## src/rtl/comb_gates_bitwise_pkg.sv

```systemverilog
// Shared types and the 1-bit gate function for the bitwise logic unit.
// The bit cell and the top module both use these definitions.
package comb_gates_bitwise_pkg;

  localparam int unsigned DefaultWidth = 4;

  // One result bit from each of the four gates, for a single bit position.
  typedef struct packed {
    logic g_and;
    logic g_nand;
    logic g_or;
    logic g_nor;
  } gate_bits_t;

  function automatic gate_bits_t gate_eval(input logic a, input logic b);
    gate_bits_t r;
    r.g_and  = a & b;
    r.g_nand = ~(a & b);
    r.g_or   = a | b;
    r.g_nor  = ~(a | b);
    return r;
  endfunction

endpackage

```

## src/rtl/comb_gates_bitwise_bit_gates.sv

```systemverilog
// Single-bit cell producing AND, NAND, OR and NOR of one operand bit pair.
module comb_gates_bitwise_bit_gates
  import comb_gates_bitwise_pkg::*;
(
  input  logic a,
  input  logic b,
  output logic y_and,
  output logic y_nand,
  output logic y_or,
  output logic y_nor
);

  gate_bits_t res;

  always_comb begin
    res    = gate_eval(a, b);
    y_and  = res.g_and;
    y_nand = res.g_nand;
    y_or   = res.g_or;
    y_nor  = res.g_nor;
  end

endmodule

```

## src/rtl/comb_gates_bitwise.sv

```systemverilog
// Stateless bitwise AND/NAND/OR/NOR unit; one bit cell per operand bit.
// clk and reset exist only so the block matches its neighbours' interface.
module comb_gates_bitwise
  import comb_gates_bitwise_pkg::*;
#(
  parameter int unsigned WIDTH = DefaultWidth
) (
  input  logic             clk,
  input  logic             reset,
  input  logic [WIDTH-1:0] in0,
  input  logic [WIDTH-1:0] in1,
  output logic [WIDTH-1:0] out_and,
  output logic [WIDTH-1:0] out_nand,
  output logic [WIDTH-1:0] out_or,
  output logic [WIDTH-1:0] out_nor
);

  // Bits never cross positions, so an unknown input bit stays in its own lane.
  for (genvar i = 0; i < WIDTH; i++) begin : g_bit
    comb_gates_bitwise_bit_gates u_cell (
      .a      (in0[i]),
      .b      (in1[i]),
      .y_and  (out_and[i]),
      .y_nand (out_nand[i]),
      .y_or   (out_or[i]),
      .y_nor  (out_nor[i])
    );
  end

  // Clock and reset are deliberately not used by the datapath.
  logic unused_clk_reset;
  assign unused_clk_reset = ^{clk, reset};

endmodule

```

## config.mk

```make
export PLATFORM = sky130hd
export DESIGN_NAME = comb_gates_bitwise
export DESIGN_NICKNAME = d
export VERILOG_FILES = /design/src/rtl/comb_gates_bitwise_pkg.sv /design/src/rtl/comb_gates_bitwise_bit_gates.sv /design/src/rtl/comb_gates_bitwise.sv
export SDC_FILE = /design/constraint.sdc
export NUM_CORES = 1
export LEC_CHECK = 0
export BUFFER_PORTS_ARGS = -buffer_cell sky130_fd_sc_hd__buf_4
export CAP_MARGIN = 20
export CELL_PAD_IN_SITES_DETAIL_PLACEMENT = 1
export CELL_PAD_IN_SITES_GLOBAL_PLACEMENT = 2
export CORE_MARGIN = 4
export CORE_UTILIZATION = 12
export DETAILED_ROUTE_END_ITERATION = 8
export GPL_TIMING_DRIVEN = 0
export PLACE_DENSITY_LB_ADDON = 0.1
export SYNTH_ARGS = -nofsm -noshare
export SYNTH_HDL_FRONTEND = slang
export SYNTH_SLANG_ARGS = --single-unit
```

## constraint.sdc

```tcl
create_clock -name vclk -period 0.8
set_clock_uncertainty 0.15 [all_clocks]
set_input_delay 0.12 -clock vclk [all_inputs]
set_output_delay 0.12 -clock vclk [all_outputs]
set_load 0.01 [all_outputs]
```

==> flow_summary.ini <==
[placement]
dp.cells = 72
placed_area_um2 = 405
place.gp.congestion = 0.593
portBuffers = 24
pre_cts_ws_ps = -188

[detailed_routing]
viasPerCell = 3.50
antenna_left = 0
drt-wirelength-per-cell_um = 8.38
drt_first_pass_iters = 1
wl_um = 536
drcViolationCount = 0
drt_iter0_markers = 0
via_count = 224

[logic_synthesis]
synth_commonest_cells = 16 x buf_4, 4 x and2_2, 4 x nand2_1, 4 x nor2_1, 4 x or2_1
synthTopCellsByArea = buf_4 59%, and2_2 15%, or2_1 12%, nand2_1 7.3%, nor2_1 7.3%
synthCells = 32
syn_area_per_cell_um2 = 6.41
synth_warnings = 0
yosysMostFrequentCell = buf_4
netlist_area_um2 = 205
synth.top_cell.area_share = 0.585
synth_largest_area_cell = buf_4
yosysUniqueCellTypes = 5
synth_nets = 42
yosysSeqAreaShare = 0

[setup_path]
path_max_fanout = 4
critPathCaptureType = primary output
arrival_ps = 580
crit_required_ps = 530
criticalPathCategory = input port to primary output
worstSetupStartpointType = input port

[floorplan]
die_h_um = 49.4
num_rows = 14
die_w_um = 49.4
core_area_um2 = 1560
io_pins = 26
start_util = 0.132
die-area_um2 = 2440

[layout]
diodes = 0
drive_gt1_frac = 0.813
ff_latch_area_um2 = 0
nets = 60
area_growth_pct = 117
fin_area_um2 = 445
final_cells = 64
fillCellCount = 179
n_clock_buffer = 0
nFlopsAndLatches = 0

[power]
total_power_w = 0.000239
p_per_area_nw_per_um2 = 537
peakVddDrop_mv = 0.172
leakage_nw = 0.222

[timing]
setup_viol = 4
fin_crit_sh = 1.06
slew_violations = 0
period_needed_ps = 846
hold_viol = 0
tightest_slew_ps = 75.6
max_slew_margin = 0.949
fmax_mhz = 1180
fin_ws_ps = -45.8
grt_setup_unrepaired = yes

[grt]
antenna_found_initial = 0
grt_overflow = 0
grt_max_degree = 5
grt_pass1_wl_um = 848
grt_use_total = 0.0405
grt_pass1_vias = 195

[cts]
holdBufCountCts = 0

[worst_hold_path]
hold_class = input port to primary output
min_path_cells = 3

[run]
maxCapViolations = 0

[outcome]
status = finished, violations left
violations = setup timing
-- stage by stage --
step | hold slack (ps) | TNS (ps) | utilization
5_1_grt | 377 | -259 | 0.286
2_1_floorplan | 229 | 0 | -
3_3_place_gp | 453 | -1390 | 0.260
6_report | 369 | -173 | 0.286
3_5_place_dp | 452 | -1360 | 0.260
4_1_cts | 367 | -166 | 0.262
-- worst paths after layout --
kind,start,end
worst max-delay path,in1[2],out_or[2]
worst min-delay path,in1[3],out_or[3]
-- layer usage --
layer / track usage / routed length, µm / up-vias
met1: 0.0489 / 190 / 102
met3: 0.00306 / 41 / 0
met4: 0 / 0 / 0
met5: 0 / 0 / -
met2: 0.0804 / 304 / 10
li1: - / - / 112
-- what timing repair did --
item | 4_1_cts | 5_1_grt
setup buffers | 0 | 0
pin swaps | 4 | 3
gates resized for setup | 18 | 11
hold endpoints to repair | 0 | 0
setup endpoints to repair | 12 | 9
-- critical path, stage by stage --
cell	delay, ps
buf_8	100
or2_1	230
buf_6	120
-- placed cells by master, fill, tap and decap left out --
| cell type | n |
|---|---|
| buf_8 | 4 |
| and2_4 | 3 |
| nand2_1 | 4 |
| nor2_2 | 1 |
| and2_2 | 1 |
| nor2_1 | 1 |
| buf_6 | 13 |
| or2_1 | 4 |
| nor2_4 | 2 |
| buf_4 | 15 |
-- report_power, final --
group	total (W)	internal, W	leakage, nW	switching, W
sequential	0	0	0	0
clock	0	0	0	0
combinational	0.000239	0.000158	0.222	0.0000813
total	0.000239	0.000158	0.222	0.0000813
-- cells by family (layout without fill, tap and decap cells) --
group | count (synthesis) | after routing | synth area share
simple gates | 16 | 16 | 0.415
buf+inv | 16 | 32 | 0.585
-- final cells by class --
type / instances / area, µm² / share of cell area
multi-input combinational: 16 / 106 / 0.239
tap: 16 / 20.0 / 0.0449
buffer: 8 / 60.1 / 0.135
timing repair buffer: 24 / 259 / 0.581
Power figures use the tool's default switching activity.
